### config.mk
export PLATFORM = sky130hd
export DESIGN_NAME = ruler_sweep_ctrl_flat
export DESIGN_NICKNAME = d
export VERILOG_FILES = /design/src/rtl/ruler_sweep_ctrl_pkg.sv /design/src/rtl/ruler_sweep_ctrl_if.sv /design/src/rtl/ruler_sweep_ctrl_prescaler.sv /design/src/rtl/ruler_sweep_ctrl.sv /design/src/flat_wrapper.sv
export SDC_FILE = /design/constraint.sdc
export NUM_CORES = 1
export LEC_CHECK = 0
export ABC_CLOCK_PERIOD_IN_PS = 1990
export CAP_MARGIN = 40
export CORE_MARGIN = 3
export CORE_UTILIZATION = 52
export CTS_CLUSTER_DIAMETER = 80
export DETAILED_ROUTE_END_ITERATION = 6
export PLACE_DENSITY = 0.75
export SLEW_MARGIN = 20
export SYNTH_ARGS = -nofsm -noshare
export SYNTH_HDL_FRONTEND = slang
export SYNTH_SLANG_ARGS = --single-unit
export TNS_END_PERCENT = 10
### constraint.sdc
create_clock -name clk_i -period 1.99 [get_ports clk_i]
set_clock_uncertainty 0.15 [all_clocks]
set_input_delay 0.398 -clock clk_i [delete_from_list [all_inputs] [get_ports clk_i]]
set_output_delay 0.398 -clock clk_i [all_outputs]
set_load 0.005 [all_outputs]
### src/rtl/ruler_sweep_ctrl_pkg.sv
`default_nettype none
// ============================================================================
// Module : ruler_sweep_ctrl_pkg
// Brief  : Shared definitions for the ruler LED bar sweep controller:
//          direction encodings, FSM state encodings, default parameter values
//          and width-generic corner patterns.
// Rev    : 1.0 - initial release
// ============================================================================
package ruler_sweep_ctrl_pkg;

  // Direction of the next move
  localparam logic DIR_RIGHT = 1'b1;  // toward LSB
  localparam logic DIR_LEFT  = 1'b0;  // toward MSB

  // Default configuration
  localparam int DEF_RULER_WIDTH = 8;
  localparam int DEF_TICK_DIV    = 50000000;  // 1 s at 50 MHz
  localparam int DEF_DWELL_TICKS = 4;

  // Corner patterns are built in a wide vector and cut down to the bar width
  localparam int MAX_RULER_WIDTH = 64;

  typedef enum logic [1:0] {
    ST_IDLE  = 2'd0,
    ST_RUN   = 2'd1,
    ST_DWELL = 2'd2
  } state_e;

  // Left corner: only the MSB of a 'width'-bit bar lit
  function automatic logic [MAX_RULER_WIDTH-1:0] lcorner(input int width);
    return {{(MAX_RULER_WIDTH-1){1'b0}}, 1'b1} << (width - 1);
  endfunction

  // Right corner: only the LSB lit, independent of the bar width
  function automatic logic [MAX_RULER_WIDTH-1:0] rcorner();
    return {{(MAX_RULER_WIDTH-1){1'b0}}, 1'b1};
  endfunction

endpackage
`default_nettype wire

### src/rtl/ruler_sweep_ctrl_if.sv
`default_nettype none
// ============================================================================
// Module : ruler_sweep_ctrl_if
// Brief  : Control/status bundle between the sweep controller and the ruler
//          datapath / board buttons.
//   run_i    - level, 1 = free-running sweep
//   mode_i   - 0 = bounce at corners, 1 = wrap
//   step_i   - single-cycle manual move request (honoured while frozen)
//   stb_o    - one-cycle pulse when pos_o takes a new value
//   dir_o    - direction of the next move (1 = right / toward LSB)
//   pos_o    - one-hot lit position
//   corner_o - pos_o sits on either corner
//   master modport: controller side; slave modport: consumer side.
// Rev    : 1.0 - initial release
// ============================================================================
interface ruler_sweep_ctrl_if #(
  parameter int RULER_WIDTH = 8
);
  logic                   run_i;
  logic                   mode_i;
  logic                   step_i;
  logic                   stb_o;
  logic                   dir_o;
  logic [RULER_WIDTH-1:0] pos_o;
  logic                   corner_o;

  modport master (
    input  run_i, mode_i, step_i,
    output stb_o, dir_o, pos_o, corner_o
  );

  modport slave (
    output run_i, mode_i, step_i,
    input  stb_o, dir_o, pos_o, corner_o
  );
endinterface
`default_nettype wire

### src/rtl/ruler_sweep_ctrl_prescaler.sv
`default_nettype none
// ============================================================================
// Module : ruler_sweep_ctrl_prescaler
// Brief  : Divides clk_i into sweep ticks. Counts 0..TICK_DIV-1 while en_i is
//          high and wraps; tick_o marks the terminal count. Dropping en_i
//          clears the count so a fresh enable always waits a full period.
//   clk_i  - clock
//   rst_i  - asynchronous reset, active-high
//   en_i   - count enable
//   tick_o - high for one cycle every TICK_DIV enabled cycles
// Rev    : 1.0 - initial release
// ============================================================================
module ruler_sweep_ctrl_prescaler
  import ruler_sweep_ctrl_pkg::*;
#(
  parameter int TICK_DIV = DEF_TICK_DIV
) (
  input  logic clk_i,
  input  logic rst_i,
  input  logic en_i,
  output logic tick_o
);

  localparam int            CNT_W    = $clog2(TICK_DIV);
  localparam logic [CNT_W-1:0] CNT_LAST = CNT_W'(TICK_DIV - 1);

  logic [CNT_W-1:0] cnt_q;
  logic [CNT_W-1:0] cnt_d;

  assign tick_o = en_i && (cnt_q == CNT_LAST);

  always_comb begin
    cnt_d = '0;
    if (en_i && !tick_o) begin
      cnt_d = cnt_q + CNT_W'(1);
    end
  end

  always_ff @(posedge clk_i or posedge rst_i) begin
    if (rst_i) begin
      cnt_q <= '0;
    end else begin
      cnt_q <= cnt_d;
    end
  end

endmodule
`default_nettype wire

### src/rtl/ruler_sweep_ctrl.sv
`default_nettype none
// ============================================================================
// Module : ruler_sweep_ctrl
// Brief  : Sequencer for the ruler LED bar. Walks a one-hot position across
//          the bar once per sweep tick, bouncing at the corners or wrapping,
//          and strobes stb_o in the cycle the position changes.
//          Optional corner dwell is compiled in with RULER_CTRL_DWELL_EN:
//          in bounce mode a move landing on a corner holds for DWELL_TICKS
//          ticks before sweeping on.
//   clk_i - clock, rising edge
//   rst_i - asynchronous reset, active-high
//   bus   - ruler_sweep_ctrl_if.master (run/mode/step in, stb/dir/pos/corner out)
// Rev    : 1.0 - initial release
// ============================================================================
module ruler_sweep_ctrl
  import ruler_sweep_ctrl_pkg::*;
#(
  parameter int RULER_WIDTH = DEF_RULER_WIDTH,
  parameter int TICK_DIV    = DEF_TICK_DIV,
  parameter int DWELL_TICKS = DEF_DWELL_TICKS
) (
  input  logic                clk_i,
  input  logic                rst_i,
  ruler_sweep_ctrl_if.master  bus
);

  localparam logic [RULER_WIDTH-1:0] LCORNER = RULER_WIDTH'(lcorner(RULER_WIDTH));
  localparam logic [RULER_WIDTH-1:0] RCORNER = RULER_WIDTH'(rcorner());

  state_e                 state_q, state_d;
  logic [RULER_WIDTH-1:0] pos_q, pos_d;
  logic                   dir_q, dir_d;
  logic                   stb_q, stb_d;

  logic                   tick;
  logic                   presc_en;
  logic                   move;
  logic [RULER_WIDTH-1:0] next_pos;
  logic                   next_dir;

  // One move of the sweep. pos is one-hot, so testing a single bit is enough
  // to know whether we sit on the corner in the direction of travel.
  function automatic logic [RULER_WIDTH:0] next_move(
    input logic [RULER_WIDTH-1:0] pos,
    input logic                   dir,
    input logic                   wrap
  );
    logic [RULER_WIDTH-1:0] p;
    logic                   d;
    p = pos;
    d = dir;
    if (dir == DIR_RIGHT) begin
      if (pos[0]) begin
        if (wrap) begin
          p = LCORNER;
        end else begin
          p = pos << 1;
          d = DIR_LEFT;
        end
      end else begin
        p = pos >> 1;
      end
    end else begin
      if (pos[RULER_WIDTH-1]) begin
        if (wrap) begin
          p = RCORNER;
        end else begin
          p = pos >> 1;
          d = DIR_RIGHT;
        end
      end else begin
        p = pos << 1;
      end
    end
    return {d, p};
  endfunction

  // The prescaler only runs while the sweep is live; the cycle run_i drops
  // already clears it so a restart always waits a full tick period.
  assign presc_en = bus.run_i && (state_q != ST_IDLE);

  ruler_sweep_ctrl_prescaler #(
    .TICK_DIV (TICK_DIV)
  ) u_prescaler (
    .clk_i  (clk_i),
    .rst_i  (rst_i),
    .en_i   (presc_en),
    .tick_o (tick)
  );

  assign {next_dir, next_pos} = next_move(pos_q, dir_q, bus.mode_i);

`ifdef RULER_CTRL_DWELL_EN
  localparam int DWELL_W = (DWELL_TICKS > 1) ? $clog2(DWELL_TICKS) : 1;
  localparam logic [DWELL_W-1:0] DWELL_LAST =
    DWELL_W'((DWELL_TICKS > 0) ? (DWELL_TICKS - 1) : 0);

  logic [DWELL_W-1:0] dwell_q, dwell_d;
`else
  // The dwell length has no meaning without the dwell feature
  logic unused_dwell_ticks;
  assign unused_dwell_ticks = (DWELL_TICKS != 0);
`endif

  always_comb begin
    state_d = state_q;
    pos_d   = pos_q;
    dir_d   = dir_q;
    move    = 1'b0;
`ifdef RULER_CTRL_DWELL_EN
    dwell_d = dwell_q;
`endif

    case (state_q)
      ST_IDLE: begin
        if (bus.run_i) begin
          state_d = ST_RUN;
        end else if (bus.step_i) begin
          move = 1'b1;
        end
      end

      ST_RUN: begin
        if (!bus.run_i) begin
          state_d = ST_IDLE;
        end else if (tick) begin
          move = 1'b1;
        end
      end

`ifdef RULER_CTRL_DWELL_EN
      ST_DWELL: begin
        if (!bus.run_i) begin
          state_d = ST_IDLE;
          dwell_d = '0;
        end else if (tick) begin
          if (dwell_q == DWELL_LAST) begin
            state_d = ST_RUN;
            dwell_d = '0;
          end else begin
            dwell_d = dwell_q + DWELL_W'(1);
          end
        end
      end
`endif

      default: begin
        state_d = ST_IDLE;
      end
    endcase

    if (move) begin
      pos_d = next_pos;
      dir_d = next_dir;
`ifdef RULER_CTRL_DWELL_EN
      // Only a running bounce-mode sweep pauses on a corner; manual steps
      // stay in IDLE and wrap mode never dwells.
      if ((state_q == ST_RUN) && !bus.mode_i && (DWELL_TICKS != 0) &&
          (next_pos[0] || next_pos[RULER_WIDTH-1])) begin
        state_d = ST_DWELL;
        dwell_d = '0;
      end
`endif
    end

    // Strobe is registered alongside pos so both change on the same edge
    stb_d = move;
  end

  always_ff @(posedge clk_i or posedge rst_i) begin
    if (rst_i) begin
      state_q <= ST_IDLE;
      pos_q   <= LCORNER;
      dir_q   <= DIR_RIGHT;
      stb_q   <= 1'b0;
    end else begin
      state_q <= state_d;
      pos_q   <= pos_d;
      dir_q   <= dir_d;
      stb_q   <= stb_d;
    end
  end

`ifdef RULER_CTRL_DWELL_EN
  always_ff @(posedge clk_i or posedge rst_i) begin
    if (rst_i) begin
      dwell_q <= '0;
    end else begin
      dwell_q <= dwell_d;
    end
  end
`endif

  assign bus.stb_o    = stb_q;
  assign bus.dir_o    = dir_q;
  assign bus.pos_o    = pos_q;
  assign bus.corner_o = pos_q[0] | pos_q[RULER_WIDTH-1];

endmodule
`default_nettype wire

### src/flat_wrapper.sv
// flat-port wrapper written by rule: the top's interface ports become plain ports
module ruler_sweep_ctrl_flat import ruler_sweep_ctrl_pkg::*;
#(
  parameter int RULER_WIDTH = DEF_RULER_WIDTH,
  parameter int TICK_DIV    = DEF_TICK_DIV,
  parameter int DWELL_TICKS = DEF_DWELL_TICKS
)
  (clk_i, rst_i, bus_run_i, bus_mode_i, bus_step_i, bus_stb_o, bus_dir_o, bus_pos_o, bus_corner_o);
  ruler_sweep_ctrl_if #(.RULER_WIDTH(RULER_WIDTH)) bus_i ();
  input  logic clk_i;
  input  logic rst_i;
  input wire logic [$bits(bus_i.run_i)-1:0] bus_run_i;
  input wire logic [$bits(bus_i.mode_i)-1:0] bus_mode_i;
  input wire logic [$bits(bus_i.step_i)-1:0] bus_step_i;
  output wire logic [$bits(bus_i.stb_o)-1:0] bus_stb_o;
  output wire logic [$bits(bus_i.dir_o)-1:0] bus_dir_o;
  output wire logic [$bits(bus_i.pos_o)-1:0] bus_pos_o;
  output wire logic [$bits(bus_i.corner_o)-1:0] bus_corner_o;
  assign bus_i.run_i = bus_run_i;
  assign bus_i.mode_i = bus_mode_i;
  assign bus_i.step_i = bus_step_i;
  assign bus_stb_o = bus_i.stb_o;
  assign bus_dir_o = bus_i.dir_o;
  assign bus_pos_o = bus_i.pos_o;
  assign bus_corner_o = bus_i.corner_o;
  ruler_sweep_ctrl #(.RULER_WIDTH(RULER_WIDTH), .TICK_DIV(TICK_DIV), .DWELL_TICKS(DWELL_TICKS)) u_core (.clk_i(clk_i), .rst_i(rst_i), .bus(bus_i));
endmodule
==> metrics.md, run 1 <==
| Metric | Value |
|---|---|
| CTS clk-pin slew, worst paths | `70 ps` |
| Class of the most critical hold timing path | `primary input to asynchronous set/reset pin` |
| DRT antenna net count | `0` |
| Slew @ Worst Pin | `517 ps` |
| Worst slew margin | `65.5%` |
| Switching share of power | `31.2%` |
| Most frequent standard cell in the layout excluding fill and tap cells | `sky130_fd_sc_hd__dfrtp_1` |
| TritonCTS clock tree | `built` |
| Reg-to-Reg End | `u_core.bus.pos_o[4]` |
| Startpoint types | `flop` |
| Part of the total power dissipated in the clock network | `26.5%` |
| Area of the die | `4570 µm²` |
| Port bufs | `15` |
| Critical path capture point type | `flop` |
| Number of distinct library cells after synthesis | `39` |
| Clock tree buffer depth | `2` |
| Cts hold-fix bufs | `0` |
| Area overhead of the layout relative to synthesis | `26.5%` |
| Top-Level Pins | `16` |
| Antenna fix cells | `0` |
| H-tree depth reported by CTS | `2` |
| F_max | `461 MHz` |
| Sinks on the clock net | `37` |
| Peak fanout along the critical path | `7` |
| Setup TNS | `-2700 ps` |
| Largest cells by area after synthesis | `sky130_fd_sc_hd__dfrtp_1, sky130_fd_sc_hd__xor2_1, sky130_fd_sc_hd__nor2_1, sky130_fd_sc_hd__xnor2_1, sky130_fd_sc_hd__mux2_4` |
| CP Data Arrival Time | `2190 ps` |
| Violations in the final reports | `setup timing` |
| Final-report hold violation count | `0` |
| Total placed instance area | `2350 µm²` |
| Num CTS Buffers | `5` |
| Time the final worst path needs with I/O delays and setup | `2170 ps` |
| Number of global-route vias before repair | `1712` |
| Net switching power figure | `0.789 mW` |
| Maximum number of pins on one net before global-route repair | `38` |
| Mean routed wirelength per cell | `15.8 µm` |
| Type of the worst setup path | `flop to flop` |
| Detailed-route via count | `1602` |
| WP data required | `2010 ps` |
| Status | `complete, but fails checks` |
| Placed Cells incl. Taps | `277` |
| Floorplan die height | `67.6 µm` |
| Post-synth top area cell | `sky130_fd_sc_hd__dfrtp_1` |
| Final number of setup-violating endpoints | `33` |
| Count of standard-cell rows | `21` |
| Initial standard-cell utilization of the core | `56.4%` |
| Iteration-0 DRC count of the detailed router | `112` |
| Overall routing resource usage | `22.9%` |
| First-pass GRT wire length | `7.75 mm` |
| Internal cell power | `1.74 mW` |
| Period Utilization, post-route | `109%` |
| Cell Count, Final, Fillers Out | `288` |
| Post-synth top area share | `44.4%` |
| Remaining routing DRC violations | `0` |
| Root buffer selected by CTS | `sky130_fd_sc_hd__clkbuf_8` |
| Combinational fraction of design power | `32.8%` |
| Number of filler cells placed in the layout | `270` |
| FF+latch count, synth | `37` |
| Detailed-routing iteration count for the pre-antenna-repair pass | `4` |
| Reg2Reg Setup Slack | `-180 ps` |
| Worst hold margin | `354 ps` |
| Startpoint of the most critical register-to-register path | `u_core.u_prescaler.cnt_q[9]` |
| Placeable core area | `3490 µm²` |
| Yosys warns | `0` |
| Sequential fraction of the synthesis area | `47.1%` |
| Final std cell area, no fill | `2490 µm²` |
| Final Wtd Congestion | `0.805` |
| Max Cap Violations | `0` |
| Cell depth of the worst flop-to-flop path | `6` |
| Final Routed Wirelength | `4.55 mm` |
| Proportion of layout cells with a drive suffix above 1 | `22.3%` |
| Detailed Place HPWL | `3.17 mm` |
| Power share of the sequential group | `40.8%` |
| Pre-CTS setup slack | `-178 ps` |
| Setup repair after global routing missed its margin | `yes` |
| Leakage Power | `1.11 nW` |
| Overflow left after global routing | `0` |
| Number of instances in the synthesized netlist | `199` |
| Power per unit of standard cell area | `1010 nW/µm²` |
| Number of nets in the layout | `248` |
| Number of antenna violations at the first check in global routing | `0` |
| Slew Limit Fails | `0` |
| Post-Syn Area | `1970 µm²` |
| Die boundary width | `67.6 µm` |
| Worst setup margin | `-181 ps` |
| Clock insertion delay at the later pin of the skew report | `290 ps` |
| Commonest cells after routing, fill and taps aside | `sky130_fd_sc_hd__dfrtp_1, sky130_fd_sc_hd__nor2_1, sky130_fd_sc_hd__buf_4, sky130_fd_sc_hd__xor2_1, sky130_fd_sc_hd__nand3_1` |
| Largest vdd supply drop | `805 µV` |
| Post-synthesis area per instance | `9.91 µm²` |
| Vias per cell | `5.56` |
| Net count of the mapped netlist | `206` |
## cells by family after synthesis
logic type | after synthesis | share of synthesized area [%]
AO/OA/AOI/OAI | 27 | 9.45
XOR/XNOR | 25 | 11.1
adder cells (fa/ha/maj) | 2 | 1.27
buffers and inverters | 15 | 3.43
flip-flops | 37 | 47.1
multiplexers | 6 | 4.31
AND/OR/NAND/NOR | 87 | 23.4
## registers in the layout, indices dropped and copies added, names as in the netlist
| signal | count |
|---|---|
| u_core.bus.dir_o | 1 |
| u_core.bus.stb_o | 1 |
| u_core.u_prescaler.cnt_q | 26 |
| u_core.bus.pos_o | 8 |
| u_core.state_q | 1 |
## synth_stat cells (all sizes together)
library cell and count:
or2 1, nand2 9, ha 2, inv 6
nor3b 1, a21oi 2, nand2b 1, nor3 2
or4b 1, and4 3, nor4bb 1, clkbuf 6
or3b 1, dfrtp 35, a221oi 1, o21ai 7
nor2 30, or4 1, a21o 1, mux2i 1
and2 4, nand3 15, and3 6, nand4 8
dfstp 2, o211ai 4, nor4 1, o21a 1
mux2 5, buf 3, a22oi 9, nor2b 2
xnor2 9, o22ai 2, xor2 16
## how the worst max path moves through the flow
| stage | depth (start not counted) | endpoint | from |
|---|---|---|---|
| 6_report | 6 | u_core.bus.pos_o[4] | u_core.u_prescaler.cnt_q[9] |
| 4_1_cts | 6 | u_core.bus.pos_o[4] | u_core.u_prescaler.cnt_q[16] |
| 2_1_floorplan | 6 | u_core.bus.pos_o[2] | u_core.u_prescaler.cnt_q[16] |
| 5_1_grt | 6 | u_core.bus.pos_o[4] | u_core.u_prescaler.cnt_q[9] |
| 3_5_place_dp | 5 | u_core.bus.pos_o[4] | bus_run_i |
| 3_3_place_gp | 5 | u_core.bus.pos_o[3] | bus_run_i |
## power groups by stage
stage	Sequential (mW)	Clock (mW)	Combinational, mW
2_1_floorplan	1.00	0	0.483
3_3_place_gp	1.03	0	0.801
3_5_place_dp	1.04	0	0.848
4_1_cts	1.03	0.680	0.837
5_1_grt	1.05	0.722	0.911
6_report	1.03	0.668	0.828
## stage by stage
stage          utilization [%]  power, mW
3_5_place_dp              67.2       1.88
2_1_floorplan                -       1.48
5_1_grt                   71.4       2.69
4_1_cts                   71.0       2.54
3_3_place_gp              67.2       1.83
6_report                  71.4       2.53
## metal layers
| layer | track usage (%) | wire, µm | up-vias |
|---|---|---|---|
| li1 | - | - | 780 |
| met1 | 27.3 | 2000 | 777 |
| met2 | 38.6 | 2270 | 37 |
| met3 | 7.15 | 194 | 8 |
| met4 | 8.61 | 86 | 0 |
| met5 | 0 | 0 | - |
## area by class of cell
cell class	instances	area [µm²]	area share (%)
clock buffers	7	86.3	3.46
clock inverters	1	30.0	1.20
inverters	6	30.0	1.20
multi-input cells	147	982	39.4
flip-flops and latches	37	928	37.2
well taps	46	57.6	2.31
repair buffers	44	380	15.2
## worst max-delay path, stage by stage (launching register included)
cell                      delay, ps
sky130_fd_sc_hd__dfrtp_1        390
sky130_fd_sc_hd__or4_1          560
sky130_fd_sc_hd__nor2_2         180
sky130_fd_sc_hd__nand4_2        140
sky130_fd_sc_hd__o21a_4         250
sky130_fd_sc_hd__inv_8           80
sky130_fd_sc_hd__mux2_4         300
## timing repair
action                                  in CTS  in global routing
cloned                                       0                  0
endpoints found under the setup margin      35                 35
setup buffers                                2                  1
resized for setup                            3                  2
pin swaps                                    5                  1
No activity file was read; power rests on OpenSTA's default activity.
==> run 2: changes to the inputs <==
--- a/config.mk
+++ b/config.mk
@@ -9,5 +9,6 @@
 export CAP_MARGIN = 40
-export CORE_MARGIN = 3
+export CORE_MARGIN = 2
 export CORE_UTILIZATION = 52
 export CTS_CLUSTER_DIAMETER = 80
+export CTS_CLUSTER_SIZE = 25
 export DETAILED_ROUTE_END_ITERATION = 6
==> constraint.sdc (replaced) <==
create_clock -name clk_i -period 1.99 [get_ports clk_i]
set_clock_uncertainty 0.15 [all_clocks]
set_input_delay 0.199 -clock clk_i [delete_from_list [all_inputs] [get_ports clk_i]]
set_output_delay 0.199 -clock clk_i [all_outputs]
set_load 0.005 [all_outputs]
==> metrics.md, run 2 (synthesis results as in run 1) <==
| Metric | Value |
|---|---|
| Proportion of layout cells with a drive suffix above 1 | `21.4%` |
| Floorplan die height | `65.6 µm` |
| Violations in the final reports | `setup timing` |
| Setup repair after global routing missed its margin | `yes` |
| Slew Limit Fails | `0` |
| H-tree depth reported by CTS | `2` |
| Clock insertion delay at the later pin of the skew report | `300 ps` |
| Register bank with the most flops | `u_core.u_prescaler.cnt_q` |
| Initial standard-cell utilization of the core | `53.9%` |
| Final Routed Wirelength | `4.33 mm` |
| Num CTS Buffers | `5` |
| Mean routed wirelength per cell | `15.1 µm` |
| Port bufs | `15` |
| Critical path capture point type | `flop` |
| Class of the most critical hold timing path | `primary input to asynchronous set/reset pin` |
| Time the final worst path needs with I/O delays and setup | `2100 ps` |
| Cts hold-fix bufs | `0` |
| Overflow left after global routing | `0` |
| Worst setup margin | `-112 ps` |
| Final number of setup-violating endpoints | `7` |
| WP data required | `2020 ps` |
| Worst slew margin | `67.1%` |
| Number of nets in the layout | `244` |
| Peak fanout along the critical path | `7` |
| TritonCTS clock tree | `built` |
| CP max stage delay | `540 ps` |
| Max Cap Violations | `0` |
| Slew @ Worst Pin | `492 ps` |
| Leakage Power | `1.07 nW` |
| Detailed-routing iteration count for the pre-antenna-repair pass | `4` |
| Largest vdd supply drop | `738 µV` |
| Remaining routing DRC violations | `0` |
| Setup TNS | `-578 ps` |
| Critical path launch point | `u_core.u_prescaler.cnt_q[7]` |
| Die boundary width | `65.6 µm` |
| Number of global-route vias before repair | `1636` |
| Commonest cells after routing, fill and taps aside | `sky130_fd_sc_hd__dfrtp_1, sky130_fd_sc_hd__nor2_1, sky130_fd_sc_hd__buf_4, sky130_fd_sc_hd__xor2_1` |
| Overall routing resource usage | `22.9%` |
| Detailed Place HPWL | `2.98 mm` |
| CTS clk-pin slew, worst paths | `80 ps` |
| Final-report hold violation count | `0` |
| Placeable core area | `3660 µm²` |
| Final core utilization | `66.6%` |
| Count of standard-cell rows | `22` |
| Final Wtd Congestion | `0.826` |
| Status | `complete, but fails checks` |
| First-pass GRT wire length | `7.47 mm` |
| Startpoint types | `flop` |
| Area of the die | `4300 µm²` |
| Type of the worst setup path | `flop to flop` |
| Maximum number of pins on one net before global-route repair | `38` |
| Pre-CTS setup slack | `-140 ps` |
| Number of flip-flops under the largest register name | `26` |
| Detailed-route via count | `1661` |
| Vias per cell | `5.81` |
| Startpoint of the most critical register-to-register path | `u_core.u_prescaler.cnt_q[7]` |
| Area overhead of the layout relative to synthesis | `23.7%` |
| Power per unit of standard cell area | `965 nW/µm²` |
| F_max | `476 MHz` |
| Number of antenna violations at the first check in global routing | `0` |
| Antenna fix cells | `0` |
| Top-Level Pins | `16` |
| Series of cell instances along the critical path | `or4b_4, nor3b_2, nand4_2, o21a_4, inv_8, mux2_4` |
| Iteration-0 DRC count of the detailed router | `84` |
| Clock tree buffer depth | `2` |
| Sinks on the clock net | `37` |
| Root buffer selected by CTS | `sky130_fd_sc_hd__clkbuf_8` |
| Period Utilization, post-route | `106%` |
| Worst hold margin | `162 ps` |
| CP Data Arrival Time | `2130 ps` |
| DRT antenna net count | `0` |
| Cell type of the slowest stage on the worst timing path | `sky130_fd_sc_hd__or4b_4` |
| Most frequent standard cell in the layout excluding fill and tap cells | `sky130_fd_sc_hd__dfrtp_1` |
-- run 2: changes by cell type in the layout (fill, tap and decap cells not counted) --
| cell | previous run | this run |
|---|---|---|
| sky130_fd_sc_hd__clkdlybuf4s50_1 | 12 | 15 |
| sky130_fd_sc_hd__dlymetal6s2s_1 | 1 | 0 |
| sky130_fd_sc_hd__nand2_2 | 0 | 1 |
| sky130_fd_sc_hd__nor4bb_1 | 1 | 0 |
| sky130_fd_sc_hd__buf_4 | 28 | 24 |
| sky130_fd_sc_hd__nor2_1 | 29 | 30 |
| sky130_fd_sc_hd__nor4bb_2 | 0 | 1 |
| sky130_fd_sc_hd__clkinv_2 | 0 | 2 |
| sky130_fd_sc_hd__dlygate4sd2_1 | 2 | 0 |
| sky130_fd_sc_hd__nor2_2 | 1 | 0 |
| sky130_fd_sc_hd__clkbuf_8 | 6 | 5 |
| sky130_fd_sc_hd__nand2_1 | 9 | 8 |
| sky130_fd_sc_hd__bufinv_16 | 1 | 0 |
-- run 2: final cells by class --
type	count	area [µm²]
Clock inverter	2	10.0
Multi-Input combinational cell	147	988
Clock buffer	6	72.6
Timing Repair Buffer	40	350
Inverter	6	30.0
Tap cell	48	60.1
Sequential cell	37	928
Fill cell	268	1220
-- run 2: layer usage --
metal,vias to the layer above,share of wire [%],global-route usage (%)
li1,773,-,-
met1,819,42,28.4
met5,-,0,0
met3,6,5.4,6.85
met2,63,51,37.8
met4,0,1.5,8.59
-- run 2: worst max-delay path, delay by kind of cell (launching register included) --
family                 cells  cell delay [ps]
AO/OA/AOI/OAI              1              240
multiplexers               1              300
flip-flops                 1              390
buffers and inverters      1               80
AND/OR/NAND/NOR            3              830
-- run 2: final timing paths --
| path | slack, ps | cells past startpoint | endpoint |
|---|---|---|---|
| min | 160 | 3 | u_core.u_prescaler.cnt_q[21] |
| min reg2reg | 400 | 1 | u_core.state_q[0] |
| max | -110 | 6 | u_core.bus.pos_o[2] |
| min in group clk_i | 400 | 1 | u_core.state_q[0] |
| max reg2reg | -110 | 6 | u_core.bus.pos_o[2] |
| max in group asynchronous | 1170 | 3 | u_core.bus.pos_o[7] |
-- run 2: power by group --
part	switching (mW)	internal [mW]
Clock	0.261	0.242
Sequential	0.182	0.873
Combinational	0.343	0.454
Total	0.786	1.57
-- run 2: timing repair --
item / CTS / global route
pin swaps: 5 / 1
endpoints found under the hold margin: 0 / 0
setup buffers: 0 / 2
resized for setup: 2 / 1
setup endpoints to repair: 24 / 33
-- run 2: through the flow --
step                      cell area (µm²)  power (mW)  std cells
after floorplan                      1970        1.48        199
after global placement               2330        1.81        276
after detailed placement             2330        1.85        276
after CTS                            2420        2.35        284
after global routing                 2440        2.50        286
final                                2440        2.36        286
==> RTL change 1, RTL diff (config.mk and constraints of run 1) <==
The 3 states of `state_e` get a one-hot encoding in 3 bits.
--- a/src/rtl/ruler_sweep_ctrl_pkg.sv
+++ b/src/rtl/ruler_sweep_ctrl_pkg.sv
@@ -21,8 +21,8 @@
   localparam int MAX_RULER_WIDTH = 64;
 
-  typedef enum logic [1:0] {
-    ST_IDLE  = 2'd0,
-    ST_RUN   = 2'd1,
-    ST_DWELL = 2'd2
+  typedef enum logic [2:0] {
+    ST_IDLE  = 3'b001,
+    ST_RUN   = 3'b010,
+    ST_DWELL = 3'b100
   } state_e;
 
Function: no difference found for any inputs over 10 cycles, from zero or initial values and one cycle with rst_i high; not proved beyond that.
==> RTL change 1 against run 1 <==
The flow still finishes with violations (setup timing). Die area increased by 3.5%. Wire length increased by 3.0%. Fmax shrank 2.5%. Core utilization up 3.1 points. Count of clock-buffer cells in the layout rose by 1. Area after synthesis rose by 3.8%. Final area rose by 11%. Worst setup slack got worse by 55 ps. Power fell by 29%. Combinational power fell by 46%. Sequential cell count rose by 1. Non-clock buffer count is 12 higher. Critical path type unchanged. Critical endpoint is now u_core.bus.pos_o[5].
==> RTL change 1: results (changes against run 1) <==
- Main synth FF type: dfrtp_1
- Clock Tree Buf Depth: 2 (unchanged)
- Vias in the first global route: 1657 (-3.2%)
- Final Max Tran Viols: 0 (unchanged)
- Synth warn: 0 (unchanged)
- Top cells by area, synth: dfrtp_1 (43%), xnor2_1 (7.3%), nor2_1 (5.7%)
- Via/cell ratio: 5.48 (-1.4%)
- Worst reg2reg endpoint: u_core.bus.pos_o[5]
- Most frequent cells after synthesis: dfrtp_1 (35), nor2_1 (31), xnor2_1 (17)
- Syn Nets: 224 (+8.7%)
- DRT Pass-1 Iters: 4 (unchanged)
- Sequential fraction of the synthesis area: 46.6% (-0.44 points)
- Layout cells sized above 1: 28.0% (+5.7 points)
- Worst Slack Setup Final: -236 ps (-55.0 ps)
- Max reg flops: 26 (unchanged)
- Failing checks: setup timing
- Status: finished with violations
- CTS clk-pin slew, worst paths: 70 ps (about the same)
- Initial antenna violation count: 0 (unchanged)
- Worst Hold Class: input pin to asynchronous set/reset pin
- Largest net degree at the start of global routing: 39 (+2.6%)
- Worst slew pin tran: 515 ps (-2.19 ps)
- Synth async-reset ratio: 100% (unchanged)
- Drt wl/cell: 14.7 um (-7.0%)
- Port bufs: 15 (unchanged)
- R2R depth: 7 (+1)
- Crit path DAT: 2260 ps (+70 ps)
- Final #Nets: 278 (+12%)
- Peak supply drop: 0.363 mV (-55%)
- Reg2reg start: u_core.u_prescaler.cnt_q[1]
- Clk_lat worst skew: 290 ps (about the same)
- Hpwl dp: 3120 um (-1.8%)
- Gp weighted congestion: 0.753 (-6.5%)
- Largest register by flop count: u_core.u_prescaler.cnt_q
- Synth unique cells: 38 (-2.6%)
- Final setup viols: 9 (-73%)
- Antenna Cells: 0 (unchanged)
- CTS H-Tree Depth: 2 (unchanged)
- P_leak: 0.00119 uW (+6.5%)
- Number of fill cells: 277 (+2.6%)
- Cell Area, Placed: 2580 um^2 (+10%)
- 1st-iter DRT viols: 125 (+12%)
- First-pass GRT wire length: 7600 um (-1.9%)
- Root Driver: clkbuf_8
- Num CTS Buffers: 5 (unchanged)
- CP max FO: 10 (+3)
- GRT Resource Usage Total: 21.8% (-1.1 points)
- FF-to-FF setup slack: -240 ps (-60 ps)
- Multi-input logic area: 1140 um^2 (+16%)
-- RTL change 1: area by class of cell --
cell class | instances | share of cell area, %
Multi-Input combinational cell | 159 | 41.0
Clock buffer | 8 | 2.89
Inverter | 10 | 1.36
Sequential cell | 38 | 34.5
Tap cell | 48 | 2.17
Timing Repair Buffer | 56 | 18.1
-- RTL change 1: per-stage QoR --
stage                     TNS (ps)  setup WS [ps]  cells  hold WS [ps]
final                        -1440           -236    319           299
after CTS                    -1500           -233    318           309
after global placement       -3280           -427    309           363
after floorplan               -970           -150    216           288
after global routing         -1920           -268    319           354
after detailed placement     -3740           -468    309           370
-- RTL change 1: metal layers --
metal / global-route usage, % / up-vias / part of all wire (%)
li1: - / 865 / -
met1: 29.5 / 843 / 47
met2: 35.3 / 33 / 48
met3: 3.40 / 8 / 3.0
met4: 8.03 / 0 / 1.7
met5: 0 / - / 0
-- RTL change 1: timing repair --
item                                    4_1_cts  5_1_grt
endpoints found under the setup margin       13       36
buffers inserted                              1        1
hold endpoints to repair                      0        0
pin swaps                                     1        4
resized for setup                             3       15
-- RTL change 1: logic make-up after synthesis --
| family | after synthesis | synth area share, % |
|---|---|---|
| flops | 38 | 46.6 |
| buf+inv | 19 | 3.97 |
| simple gates | 93 | 23.7 |
| fa+ha+maj | 3 | 1.83 |
| xor+xnor | 22 | 9.41 |
| compound gates | 35 | 11.1 |
| mux | 6 | 3.30 |
-- RTL change 1: critical path, stage by stage, from the launching register on --
cell and delay [ps]:
dfrtp_1 360, ha_2 190, nand4_1 130, or4_4 510, o21ai_2 140, and2b_1 190, buf_12 150, mux2_4 300
-- RTL change 1: worst max-delay path by stage --
stage                                      startpoint                   to  slack (ps)  cells after the start
after global placement                      bus_run_i  u_core.bus.pos_o[4]        -430                      7
after floorplan                     u_core.state_q[1]  u_core.bus.pos_o[1]        -150                      8
after global routing      u_core.u_prescaler.cnt_q[0]  u_core.bus.pos_o[3]        -270                      7
after detailed placement                    bus_run_i  u_core.bus.pos_o[3]        -470                      7
after CTS                 u_core.u_prescaler.cnt_q[1]  u_core.bus.pos_o[5]        -230                      7
final                     u_core.u_prescaler.cnt_q[1]  u_core.bus.pos_o[5]        -240                      7
-- RTL change 1: power breakdown --
group | switching (uW) | internal (uW)
clock | 261 | 249
sequential | 25.7 | 815
combinational | 232 | 219
total | 519 | 1280
==> RTL change 2, RTL diff (flow settings as in run 1) <==
Without the edit above. Build with the macro `RULER_CTRL_DWELL_EN` defined.
--- a/src/rtl/ruler_sweep_ctrl.sv
+++ b/src/rtl/ruler_sweep_ctrl.sv
@@ -13,4 +13,6 @@
 // Rev    : 1.0 - initial release
 // ============================================================================
+`define RULER_CTRL_DWELL_EN
+
 module ruler_sweep_ctrl
   import ruler_sweep_ctrl_pkg::*;
Function: no difference found for any inputs over 10 cycles, from zero or initial values and one cycle with rst_i high; that may be too few to reach the edited logic, so the function may still have changed.
==> RTL change 2 against run 1 <==
The flow still finishes with violations (setup timing). Area after synthesis up 12%. Highest routed layer unchanged. Sequential cell count up 3. Largest cell class unchanged. Clock power about the same. Critical path depth unchanged. Largest power group unchanged. Power up 0.95%. First-iteration DRC count down 15%. Final area up 15%. Wire length up 10%. Worst setup slack better by 120 ps. Synthesized cell count up 16%.
==> RTL change 2: results (changes against run 1) <==
- Gp weighted congestion: 0.871 (+8.2%)
- Largest register by flop count: u_core.u_prescaler.cnt_q
- Most frequent cells after synthesis: dfrtp_1 (38), nor2_1 (35), nand2_1 (20)
- Vias in the first global route: 1903 (+11%)
- Worst slew pin tran: 390 ps (-127 ps)
- # Max-Cap Violations: 0 (unchanged)
- Failing checks: setup timing
- Status: finished with violations
- Largest net degree at the start of global routing: 26 (-32%)
- CTS clk-pin slew, worst paths: 90 ps (+20 ps)
- CTS H-Tree Depth: 2 (unchanged)
- Final setup viols: 8 (-76%)
- Layout cells sized above 1: 25.4% (+3.0 points)
- Mux contribution to synthesized area: 3.63% (-0.69 points)
- Drt wl/cell: 15.1 um (-4.8%)
- Peak supply drop: 0.676 mV (-16%)
- 1st-iter DRT viols: 95 (-15%)
- Port bufs: 15 (unchanged)
- Xor-xnor portion of the synthesized cell area: 8.73% (-2.4 points)
- Worst Slack Setup Final: -59.2 ps (+122 ps)
- Largest family of logic cells by synthesized area: simple AND/OR/NAND/NOR gates
- Reg2reg start: u_core.u_prescaler.cnt_q[1]
- Worst path slowest cell: dfrtp_1
- Hpwl dp: 3560 um (+12%)
- Synth unique cells: 50 (+28%)
- Antenna Cells: 0 (unchanged)
- Max reg flops: 26 (unchanged)
- CP max FO: 6 (-1)
- Clk_lat worst skew: roughly 300 ps
- Crit path DAT: 2080 ps (-110 ps)
- Root Driver: clkbuf_8
- Crit-path leading delay family: simple AND/OR/NAND/NOR gates
- Num CTS Buffers: 5 (unchanged)
- First-pass GRT wire length: 8630 um (+11%)
- Top cell type's share of synthesized area: 43.1% (-1.4 points)
- Synth async-reset ratio: 100% (unchanged)
- Place WS: -134 ps (+43.9 ps)
- Syn Nets: 237 (+15%)
- Final #Nets: 290 (+17%)
- Sequential fraction of the synthesis area: 45.4% (-1.6 points)
- P_leak: 0.00125 uW (+12%)
- Post-Synth Adder-Cell Area: 1.13% (-0.14 points)
- Initial antenna violation count: 0 (unchanged)
- Setup CP Type: flip-flop to flip-flop
- Via/cell ratio: 5.61 (+0.87%)
- Worst Hold Class: input pin to asynchronous set/reset pin
- Top cells by area, synth: dfrtp_1 (43%), xor2_1 (6.7%), nor2_1 (5.9%)
- GRT Resource Usage Total: 21.4% (-1.6 points)
- Crit path largest cell delay: 400 ps (-160 ps)
- Post-synthesis compound-gate area fraction: 12.2% (+2.7 points)
- DRT Pass-1 Iters: 6 (+2)
-- RTL change 2: cell families after synthesis --
| group | after synthesis |
|---|---|
| flops | 40 |
| buf+inv | 18 |
| mux | 6 |
| xor+xnor | 22 |
| simple gates | 106 |
| compound gates | 36 |
| fa+ha+maj | 2 |
-- RTL change 2: worst min-delay path: cells and delay by family --
family,cells,cell delay [ps]
buffers and inverters,3,690
-- RTL change 2: cell type report --
type,count,area [um^2]
clock inverters,3,42.5
multi-input cells,172,1190
repair buffers,55,465
well taps,50,62.6
clock buffers,5,68.8
fillers,303,1190
flip-flops and latches,40,1000
inverters,9,33.8
-- RTL change 2: layer usage --
layer | GRT usage [%] | wire length (um) | part of all wire (%) | vias to the layer above
li1 | - | - | - | 924
met1 | 27.4 | 2250 | 45 | 904
met2 | 35.8 | 2560 | 51 | 37
met3 | 4.55 | 148 | 2.9 | 9
met4 | 7.31 | 67 | 1.3 | 0
met5 | 0 | 0 | 0 | -
-- RTL change 2: path summary, 6_finish.rpt --
kind / endpoint / depth (start not counted)
worst max-delay path: u_core.bus.pos_o[2] / 6
worst min-delay path: u_core.u_prescaler.cnt_q[10] / 3
worst max register to register: u_core.bus.pos_o[2] / 6
worst min register to register: u_core.u_prescaler.cnt_q[25] / 2
max in group asynchronous: u_core.u_prescaler.cnt_q[20] / 3
min in group clk_i: u_core.u_prescaler.cnt_q[25] / 2
-- RTL change 2: where the power goes --
group / switching, uW / total (uW) / internal [uW]
clock network: 297 / 668 / 371
registers: 148 / 1070 / 917
logic: 358 / 815 / 457
-- RTL change 2: stage by stage --
stage	hold WS [ps]	TNS [ps]	cell area [um^2]	cells
global route	300	-1320	2870	334
finish	271	-362	2870	334
floorplan	343	-96.1	2230	230
global placement	373	-462	2710	325
CTS	281	-452	2840	334
detailed placement	397	-1280	2710	325
-- RTL change 2: what timing repair did --
item,in CTS,in global routing
setup buffers,1,0
setup endpoints to repair,10,12
pin swaps,2,3
gates resized for setup,6,5
